File: config.mk
export PLATFORM = sky130hd
export DESIGN_NAME = bresenham_line_drawer_flat
export DESIGN_NICKNAME = d
export VERILOG_FILES = /design/src/rtl/bresenham_line_drawer_if.sv /design/src/rtl/bresenham_line_drawer.sv /design/src/flat_wrapper.sv
export SDC_FILE = /design/constraint.sdc
export NUM_CORES = 1
export LEC_CHECK = 0
export CAP_MARGIN = 30
export CORE_MARGIN = 3
export CORE_UTILIZATION = 60
export CTS_CLUSTER_DIAMETER = 80
export DETAILED_ROUTE_END_ITERATION = 10
export PLACE_DENSITY_LB_ADDON = 0.1
export SYNTH_ARGS = -nofsm -noshare
export SYNTH_HDL_FRONTEND = slang
export SYNTH_SLANG_ARGS = --single-unit
File: constraint.sdc
create_clock -name clk -period 6.3 [get_ports clk]
set_clock_uncertainty 0.05 [all_clocks]
set_input_delay 1.26 -clock clk [delete_from_list [all_inputs] [get_ports clk]]
set_output_delay 1.26 -clock clk [all_outputs]
set_load 0.05 [all_outputs]
File: src/rtl/bresenham_line_drawer_if.sv
// Handshake bundle between the plot controller / framebuffer writer and the
// Bresenham line drawer: endpoint request (start/ready) and pixel write port
// (pixel_write/pixel_ready).
interface bresenham_line_drawer_if #(
   parameter int HOR_ACTIVE_PIXELS = 640,
   parameter int VER_ACTIVE_PIXELS = 480
);
   localparam int X_WIDTH = $clog2(HOR_ACTIVE_PIXELS);
   localparam int Y_WIDTH = $clog2(VER_ACTIVE_PIXELS);

   logic [X_WIDTH-1:0] x1;
   logic [Y_WIDTH-1:0] y1;
   logic [X_WIDTH-1:0] x2;
   logic [Y_WIDTH-1:0] y2;
   logic               start;
   logic               ready;
   logic [X_WIDTH-1:0] pixel_x;
   logic [Y_WIDTH-1:0] pixel_y;
   logic               pixel_write;
   logic               pixel_ready;

   // Requester / framebuffer side
   modport master (
      output x1, y1, x2, y2, start, pixel_ready,
      input  ready, pixel_x, pixel_y, pixel_write
   );

   // Line drawer side
   modport slave (
      input  x1, y1, x2, y2, start, pixel_ready,
      output ready, pixel_x, pixel_y, pixel_write
   );
endinterface

File: src/rtl/bresenham_line_drawer.sv
// Bresenham line drawer: accepts a segment on start, then emits one pixel per
// cycle (endpoints inclusive) over a valid/ready write port.
// Optional feature macro: LINE_CLIP_EN -- off-screen pixels are stepped over
// silently (pixel_write=0) without changing the line length in cycles.
module bresenham_line_drawer #(
   parameter int HOR_ACTIVE_PIXELS = 640,
   parameter int VER_ACTIVE_PIXELS = 480
) (
   input logic                    clk,
   input logic                    rst_n,
   bresenham_line_drawer_if.slave bus
);
   localparam int X_WIDTH = $clog2(HOR_ACTIVE_PIXELS);
   localparam int Y_WIDTH = $clog2(VER_ACTIVE_PIXELS);
   localparam int W       = ((X_WIDTH > Y_WIDTH) ? X_WIDTH : Y_WIDTH) + 2;

   typedef enum logic [1:0] {IDLE, INIT, PLOT} state_t;

   state_t             state;
   logic               ready_r;
   logic               pixel_write_r;
   logic [X_WIDTH-1:0] cur_x;
   logic [Y_WIDTH-1:0] cur_y;

   // Latched endpoints and Bresenham terms (data only, no reset needed)
   logic [X_WIDTH-1:0] lx1, lx2;
   logic [Y_WIDTH-1:0] ly1, ly2;
   logic signed [W-1:0] dx, dy, err;
   logic                sx_neg, sy_neg;

   logic signed [W-1:0] dx_init, dy_init, e2, err_nxt;
   logic                step_x, step_y, at_end, advance;
   logic [X_WIDTH-1:0]  nxt_x;
   logic [Y_WIDTH-1:0]  nxt_y;
   logic                init_vis, cur_vis, nxt_vis;

   function automatic logic signed [W-1:0] ext_x(input logic [X_WIDTH-1:0] v);
      return $signed({{(W-X_WIDTH){1'b0}}, v});
   endfunction

   function automatic logic signed [W-1:0] ext_y(input logic [Y_WIDTH-1:0] v);
      return $signed({{(W-Y_WIDTH){1'b0}}, v});
   endfunction

`ifdef LINE_CLIP_EN
   function automatic logic in_frame(input logic [X_WIDTH-1:0] x, input logic [Y_WIDTH-1:0] y);
      return (int'(x) < HOR_ACTIVE_PIXELS) && (int'(y) < VER_ACTIVE_PIXELS);
   endfunction

   assign init_vis = in_frame(lx1, ly1);
   assign cur_vis  = in_frame(cur_x, cur_y);
   assign nxt_vis  = in_frame(nxt_x, nxt_y);
`else
   assign init_vis = 1'b1;
   assign cur_vis  = 1'b1;
   assign nxt_vis  = 1'b1;
`endif

   // Setup terms from the latched endpoints; dy is kept non-positive
   assign dx_init = (lx2 >= lx1) ? (ext_x(lx2) - ext_x(lx1)) : (ext_x(lx1) - ext_x(lx2));
   assign dy_init = (ly2 >= ly1) ? (ext_y(ly1) - ext_y(ly2)) : (ext_y(ly2) - ext_y(ly1));

   // Per-pixel step decision; err stays within [dy, dx] so e2 fits in W bits
   assign e2      = err <<< 1;
   assign step_x  = (e2 >= dy);
   assign step_y  = (e2 <= dx);
   assign err_nxt = err + (step_x ? dy : '0) + (step_y ? dx : '0);
   assign nxt_x   = step_x ? (sx_neg ? cur_x - X_WIDTH'(1) : cur_x + X_WIDTH'(1)) : cur_x;
   assign nxt_y   = step_y ? (sy_neg ? cur_y - Y_WIDTH'(1) : cur_y + Y_WIDTH'(1)) : cur_y;
   assign at_end  = (cur_x == lx2) && (cur_y == ly2);

   // A hidden (clipped) pixel never waits on the framebuffer
   assign advance = (state == PLOT) && (bus.pixel_ready || !cur_vis);

   // Control FSM with registered handshake outputs and current pixel
   always_ff @(posedge clk or negedge rst_n) begin
      if (!rst_n) begin
         state         <= IDLE;
         ready_r       <= 1'b1;
         pixel_write_r <= 1'b0;
         cur_x         <= '0;
         cur_y         <= '0;
      end else begin
         case (state)
            IDLE: begin
               if (bus.start) begin
                  ready_r <= 1'b0;
                  state   <= INIT;
               end
            end
            INIT: begin
               cur_x         <= lx1;
               cur_y         <= ly1;
               pixel_write_r <= init_vis;
               state         <= PLOT;
            end
            PLOT: begin
               if (advance) begin
                  if (at_end) begin
                     pixel_write_r <= 1'b0;
                     ready_r       <= 1'b1;
                     state         <= IDLE;
                  end else begin
                     cur_x         <= nxt_x;
                     cur_y         <= nxt_y;
                     pixel_write_r <= nxt_vis;
                  end
               end
            end
            default: state <= IDLE;
         endcase
      end
   end

   // Endpoint capture, setup terms and error accumulator
   always_ff @(posedge clk) begin
      if ((state == IDLE) && bus.start) begin
         lx1 <= bus.x1;
         ly1 <= bus.y1;
         lx2 <= bus.x2;
         ly2 <= bus.y2;
      end
      if (state == INIT) begin
         dx     <= dx_init;
         dy     <= dy_init;
         sx_neg <= (lx2 < lx1);
         sy_neg <= (ly2 < ly1);
         err    <= dx_init + dy_init;
      end else if (advance && !at_end) begin
         err <= err_nxt;
      end
   end

   assign bus.ready       = ready_r;
   assign bus.pixel_write = pixel_write_r;
   assign bus.pixel_x     = cur_x;
   assign bus.pixel_y     = cur_y;
endmodule

File: src/flat_wrapper.sv
// flat-port wrapper written by rule: the top's interface ports become plain ports
module bresenham_line_drawer_flat 
#(
   parameter int HOR_ACTIVE_PIXELS = 640,
   parameter int VER_ACTIVE_PIXELS = 480
)
  (clk, rst_n, bus_x1, bus_y1, bus_x2, bus_y2, bus_start, bus_pixel_ready, bus_ready, bus_pixel_x, bus_pixel_y, bus_pixel_write);
  bresenham_line_drawer_if #(.HOR_ACTIVE_PIXELS(HOR_ACTIVE_PIXELS), .VER_ACTIVE_PIXELS(VER_ACTIVE_PIXELS)) bus_i ();
  input logic clk;
  input logic rst_n;
  input wire logic [$bits(bus_i.x1)-1:0] bus_x1;
  input wire logic [$bits(bus_i.y1)-1:0] bus_y1;
  input wire logic [$bits(bus_i.x2)-1:0] bus_x2;
  input wire logic [$bits(bus_i.y2)-1:0] bus_y2;
  input wire logic [$bits(bus_i.start)-1:0] bus_start;
  input wire logic [$bits(bus_i.pixel_ready)-1:0] bus_pixel_ready;
  output wire logic [$bits(bus_i.ready)-1:0] bus_ready;
  output wire logic [$bits(bus_i.pixel_x)-1:0] bus_pixel_x;
  output wire logic [$bits(bus_i.pixel_y)-1:0] bus_pixel_y;
  output wire logic [$bits(bus_i.pixel_write)-1:0] bus_pixel_write;
  assign bus_i.x1 = bus_x1;
  assign bus_i.y1 = bus_y1;
  assign bus_i.x2 = bus_x2;
  assign bus_i.y2 = bus_y2;
  assign bus_i.start = bus_start;
  assign bus_i.pixel_ready = bus_pixel_ready;
  assign bus_ready = bus_i.ready;
  assign bus_pixel_x = bus_i.pixel_x;
  assign bus_pixel_y = bus_i.pixel_y;
  assign bus_pixel_write = bus_i.pixel_write;
  bresenham_line_drawer #(.HOR_ACTIVE_PIXELS(HOR_ACTIVE_PIXELS), .VER_ACTIVE_PIXELS(VER_ACTIVE_PIXELS)) u_core (.clk(clk), .rst_n(rst_n), .bus(bus_i));
endmodule
==> impl_results.md, run 1 <==
* Multi-input logic area at roughly 0.0044 mm²
* Clock sink count at between 90 and 100
* Initial Utilization at a little over three fifths
* Residual DRC count at 0
* Global route overflow at 0
* Fillers at 941
* Setup TNS at 0 ns
* Total GRT Usage at roughly a quarter
* Placed Cells at between 1000 and 1500
* CTS tree: built
* FMAX at 183 MHz
* Initial antenna violation count at 0
* Post-synthesis cell type count at 72
* # resized after CTS at 0
* Setup Fix Bufs, Post-CTS at 0
* Htree depth at 3
* Commonest non-fill, non-tap cell in the layout: inv_1
* Setup WS pre-CTS at between 0.9 and 1 ns
* Fin util at about 70%
* Critical Path RT at 6.35 ns
* Die area at approximately 0.014 mm²
* Pre-antenna DRT Iters at 5
* Ys async rst share at ~24%
* WP data arrival at 5.50 ns
* Clk slew on worst S/H paths at around 0.070 ns
* Most frequent cells in the layout: 126 x inv_1, 94 x ha_1, 72 x edfxtp_1, 66 x a21oi_1
* Synth Warn # at 0
* Latest clock arrival within the worst-skew pair at about 0.35 ns
* Drt via density at around 5.9
* CP endpoint kind: flip-flop
* Max FO, Critical Path at 14
* Routed length per instance at approximately 18 µm
* Hold_sp: u_core.bus.ready$_DFFE_PN1P_
* Run status: finished clean
* Nets at between 1000 and 1500
* Register area at 0.00274 mm²
* CTS Buffer Depth at 2
* Post-route clock period utilization at slightly below 90%
* I/O pin count at 63
* WS Path Type: flip-flop to flip-flop
* Worst min path class: flip-flop to flip-flop
* Post-Syn Area per Cell at about 9.6 µm²
* Final slew viol count at 0
* Routed Antenna Nets at 0
* Post-route setup slack at around 0.85 ns
* Die width at about 120 µm
* Reg2reg start: u_core.ly2[0]$_DFFE_PP_
* Total routed wirelength at around 18 mm
* Area Growth Syn to Fin at 14.6%
* # rows at 40
* Core area at 0.0123 mm²
* EDFF count, synth at 72
* Post-Syn Nets at about 960
* Pin count of the biggest net entering global routing at 40
* RePlAce Congestion at 0.963
* RSZ-0062 raised after global routing: false
* Source of the critical timing path: u_core.ly2[0]$_DFFE_PP_
* Drt initial violations at about 440
* Num CTS Buffers at 9
* Synthesized cell area at approximately 0.0077 mm²
* Global-route wire length before repair at just under 30 mm
* Half-perimeter wire length after placement at 14.6 mm
* Diode count at 0
* Die Y-Extent at 120 µm
* Synthesized flop and latch total at 95
* # hold bufs at CTS at 0
* Vias in the first global route at 6124
* CTS Root Cell: clkbuf_16
* Minimum clock period at 5.45 ns
* Final setup viols at 0
* Rel. slew slack at between 50% and 60%
* Post-route insts no fill at roughly 1000
* Share of layout cells above drive strength 1 at 5.62%
* Max-Cap Viols at 0
* Register area share after synthesis at 35.4%
* Worst-Margin Slew at a little over 0.7 ns
* Top FF cell, synth: edfxtp_1
* IO Port Bufs at between 60 and 70
* CP startpoint kind: flip-flop
* Final hold violations at 0
* Mapped Cells at roughly 810
* Via count at 6108
## worst paths after layout
| check | cells past startpoint | slack, ns | end |
|---|---|---|---|
| worst min register to register | 2 | 0.46 | u_core.bus.ready$_DFFE_PN1P_ |
| worst max-delay path | 18 | 0.85 | u_core.err[10]$_DFFE_PP_ |
| max in group asynchronous | 2 | 4.52 | u_core.bus.ready$_DFFE_PN1P_ |
| worst max register to register | 18 | 0.85 | u_core.err[10]$_DFFE_PP_ |
| worst min-delay path | 2 | 0.46 | u_core.bus.ready$_DFFE_PN1P_ |
| min in group asynchronous | 1 | 1.16 | u_core.bus.pixel_x[5]$_DFFE_PN0P_ |
## per-stage QoR
step	area [µm²]	hold slack (ns)
5_1_grt	8860	0.484
3_3_place_gp	8530	0.427
3_5_place_dp	8570	0.450
4_1_cts	8860	0.467
2_1_floorplan	7730	0.425
6_report	8860	0.457
## cell usage after synthesis, types with 14 or more instances
master | n | area (µm²)
nor2_1 | 37 | 139
fa_1 | 18 | 360
o21ai_0 | 36 | 180
a21o_1 | 23 | 173
edfxtp_1 | 72 | 2160
a21oi_1 | 66 | 330
xnor2_1 | 28 | 245
dfrtp_1 | 22 | 551
xor2_1 | 27 | 236
nor2b_1 | 16 | 100
nand2_1 | 62 | 233
ha_1 | 94 | 1180
clkbuf_1 | 14 | 52.6
inv_1 | 126 | 473
## area by class of cell
cell class / instances / area share, %
multi-input cells: 565 / 50.2
flip-flops and latches: 95 / 30.9
repair buffers: 70 / 7.91
inverters: 126 / 5.34
clock buffers: 12 / 2.91
well taps: 168 / 2.37
clock inverters: 4 / 0.339
## registers in the layout, summed over array words and instances, names as in the netlist, 2 cells and up
name and cells:
u_core.state 2, u_core.ly1 9, u_core.dx 11, u_core.lx2 10, u_core.lx1 10, u_core.bus.pixel_x 10
u_core.dy 10, u_core.err 11, u_core.ly2 9, u_core.bus.pixel_y 9
## critical path: stages (launching register included)
cell and delay [ns]:
edfxtp_1 0.44, inv_1 0.09, ha_1 0.17, inv_1 0.06, fa_1 0.37, a21o_1 0.18
a21oi_1 0.27, o211ai_2 0.19, a211oi_4 0.66, mux2_2 0.41, a221oi_1 0.25, o21ai_1 0.12
xor2_1 0.17, ha_1 0.26, o41ai_1 0.55, o21ai_0 0.29, nor4b_1 0.38, mux2_1 0.21
nor4b_2 0.05
## kinds of logic after synthesis
group / share of synthesized area [%]
adders and majority gates: 19.9
xor gates and xnor gates: 6.23
and+or+nand+nor: 12.1
buffers and inverters: 7.12
AOI/OAI and AO/OA: 16.5
muxes: 2.69
DFF: 35.4
## layer usage
| layer | routed length, µm | GRT usage (%) |
|---|---|---|
| met5 | 0 | 0 |
| met4 | 432 | 8.30 |
| met3 | 818 | 3.35 |
| met2 | 8850 | 43.4 |
| met1 | 8250 | 35.5 |
Power of run 1 is not shown: default switching activity piles up to over one toggle a cycle in this logic, so the estimate is an artifact.
==> inputs of run 2 (changes only) <==
Settings changed: TNS_END_PERCENT set to 1.
==> results of run 2 <==
Final layout, timing and power as in run 1 (identical DEF).
Power of run 2 is left out for the same reason.
==> inputs of run 3 (changes only) <==
Settings changed: CORE_UTILIZATION 60 to 55.
==> run 3 against run 2 <==
Against the previous run: sequential share of layout area fell by 0.17 points; fmax rose by 1.8%; sequential cell count stayed put; worst hold slack lost 0.013 ns; core utilization fell by 6.0 points; register-to-register slack improved by 0.09 ns.
==> impl_results.md, run 3 (synthesis gave the netlist of run 1 again) <==
* Post-route clock period utilization at 85.0% (-1.5 points)
* Minimum clock period at 5.36 ns (-0.0949 ns)
* Commonest non-fill, non-tap cell in the layout: inv_1
* Htree depth at 3 (unchanged)
* Drt initial violations at 356 (-19%)
* Total routed wirelength at 19.2 mm (+4.4%)
* Pin count of the biggest net entering global routing at 35 (-13%)
* Residual DRC count at 0 (unchanged)
* Clk slew on worst S/H paths at 0.07 ns (about the same)
* Crit path largest cell delay at 0.67 ns (about the same)
* Fillers at 1099 (+17%)
* Clock sink count at 95 (unchanged)
* Worst-Margin Slew at 0.833 ns (+0.126 ns)
* Setup Fix Bufs, Post-CTS at 0 (unchanged)
* Core area at 0.0135 mm² (+9.7%)
* Routed length per instance at 18.3 µm (+3.6%)
* FMAX at 187 MHz (+1.8%)
* Nets at 1021 (unchanged)
* Critical Path RT at 6.36 ns (about the same)
* CP bufs+invs at 2 (unchanged)
* CP max stage cell: a211oi_4
* CP startpoint kind: flip-flop
* Total GRT Usage at 25.0% (-0.96 points)
* Routed Antenna Nets at 0 (unchanged)
* Num CTS Buffers at 9 (unchanged)
* Global route overflow at 0 (unchanged)
* Initial Utilization at 57.2% (-5.5 points)
* R2R Setup Slk at 0.94 ns (+0.09 ns)
* Share of layout cells above drive strength 1 at 5.85% (+0.23 points)
* # resized after CTS at 0 (unchanged)
* Final hold violations at 0 (unchanged)
* WP data arrival at 5.41 ns (-0.09 ns)
* Die width at 125 µm (+4.2%)
* # hold bufs at CTS at 0 (unchanged)
* Half-perimeter wire length after placement at 15.2 mm (+4.3%)
* Worst min path class: flip-flop to flip-flop
* Reg2reg start: u_core.ly2[0]$_DFFE_PP_
* CP cell instances: inv_1, ha_1, inv_1, fa_1, a21o_1, a21oi_1, o211ai_2, a211oi_4, mux2_2, a221oi_1, o21ai_1, xor2_1, ha_1, o41ai_1, o21ai_0, nor4b_1, mux2_1, nor4b_2
* Final slew viol count at 0 (unchanged)
* CTS Root Cell: clkbuf_16
* WS Path Type: flip-flop to flip-flop
* CP delay by family, top: compound AO/OA/AOI/OAI gates
* Max-Cap Viols at 0 (unchanged)
* Biggest registers after layout: u_core.dx: 11 flops, u_core.err: 11 flops
* RR Endpoint: u_core.err[10]$_DFFE_PP_
* CP endpoint kind: flip-flop
* Worst Hold Depth at 2 (unchanged)
* I/O pin count at 63 (unchanged)
* Hold_sp: u_core.bus.ready$_DFFE_PN1P_
* CTS Buffer Depth at 2 (unchanged)
* CTS tree: built
* Drt via density at 5.71 (-2.8%)
* Worst hold endpoint: u_core.bus.ready$_DFFE_PN1P_
* Die area at 0.0155 mm² (+8.6%)
* Die Y-Extent at 125 µm (+4.2%)
* Most frequent cells in the layout: 126 x inv_1, 94 x ha_1, 72 x edfxtp_1, 66 x a21oi_1
* RePlAce Congestion at 0.898 (-6.8%)
* Rel. slew slack at 44.2% (-8.7 points)
* Max FO, Critical Path at 14 (unchanged)
* Global-route wire length before repair at 31.2 mm (+5.0%)
* Initial antenna violation count at 0 (unchanged)
* Pre-antenna DRT Iters at 7 (+2)
* Run status: finished clean
* Via count at 5984 (-2.0%)
* RSZ-0062 raised after global routing: false
* Setup TNS at 0 ns (unchanged)
* Area Growth Syn to Fin at 15.2%
* Final setup viols at 0 (unchanged)
* # rows at 42 (+5.0%)
* Diode count at 0 (unchanged)
* IO Port Bufs at 62 (unchanged)
* Vias in the first global route at 6132 (+0.13%)
* Reg2reg path depth at 18 (unchanged)
* Latest clock arrival within the worst-skew pair at 0.35 ns (about the same)
-- run 3: through the flow --
stage	utilization, %	cells	setup WS (ns)	cell area [µm²]	hold slack (ns)
floorplan	-	805	1.66	7730	0.425
global route	65.9	1048	0.502	8910	0.458
detailed placement	63.4	1032	0.983	8560	0.427
global placement	63.3	1031	1.21	8550	0.427
finish	65.9	1048	0.943	8910	0.444
CTS	65.9	1048	0.944	8910	0.447
-- run 3: worst register-to-register path, cell delays in order (launching register included) --
cell and delay [ns]:
edfxtp_1 0.43, inv_1 0.09, ha_1 0.17, inv_1 0.06
fa_1 0.38, a21o_1 0.19, a21oi_1 0.24, o211ai_2 0.18
a211oi_4 0.67, mux2_2 0.41, a221oi_1 0.27, o21ai_1 0.13
xor2_1 0.17, ha_1 0.26, o41ai_1 0.51, o21ai_0 0.28
nor4b_1 0.35, mux2_1 0.22, nor4b_2 0.05
-- run 3: worst max path at each step --
stage                            start                  endpoint  slack, ns  cells past startpoint
2_1_floorplan  u_core.ly2[0]$_DFFE_PP_  u_core.err[10]$_DFFE_PP_       1.66                     20
3_3_place_gp   u_core.ly2[0]$_DFFE_PP_  u_core.err[10]$_DFFE_PP_       1.21                     18
3_5_place_dp   u_core.ly2[0]$_DFFE_PP_  u_core.err[10]$_DFFE_PP_       0.98                     18
4_1_cts        u_core.ly2[0]$_DFFE_PP_  u_core.err[10]$_DFFE_PP_       0.94                     18
5_1_grt        u_core.ly2[0]$_DFFE_PP_  u_core.err[10]$_DFFE_PP_       0.50                     18
6_report       u_core.ly2[0]$_DFFE_PP_  u_core.err[10]$_DFFE_PP_       0.94                     18
-- run 3: routing by layer --
metal | routed length (µm) | track usage [%] | up-vias
met2 | 9290 | 41.6 | 162
met3 | 779 | 3.22 | 31
met1 | 8540 | 33.2 | 2867
met4 | 549 | 10.3 | 0
met5 | 0 | 0 | -
li1 | - | - | 2924
-- run 3: final cells by class --
class	instances	area (µm²)	area share [%]
Timing Repair Buffer	70	681	7.64
Sequential cell	95	2740	30.8
Multi-Input combinational cell	565	4450	49.9
Inverter	126	473	5.31
Clock buffer	9	225	2.53
Clock inverter	7	121	1.36
Tap cell	176	220	2.47
Power of run 3 is left out for the same reason.
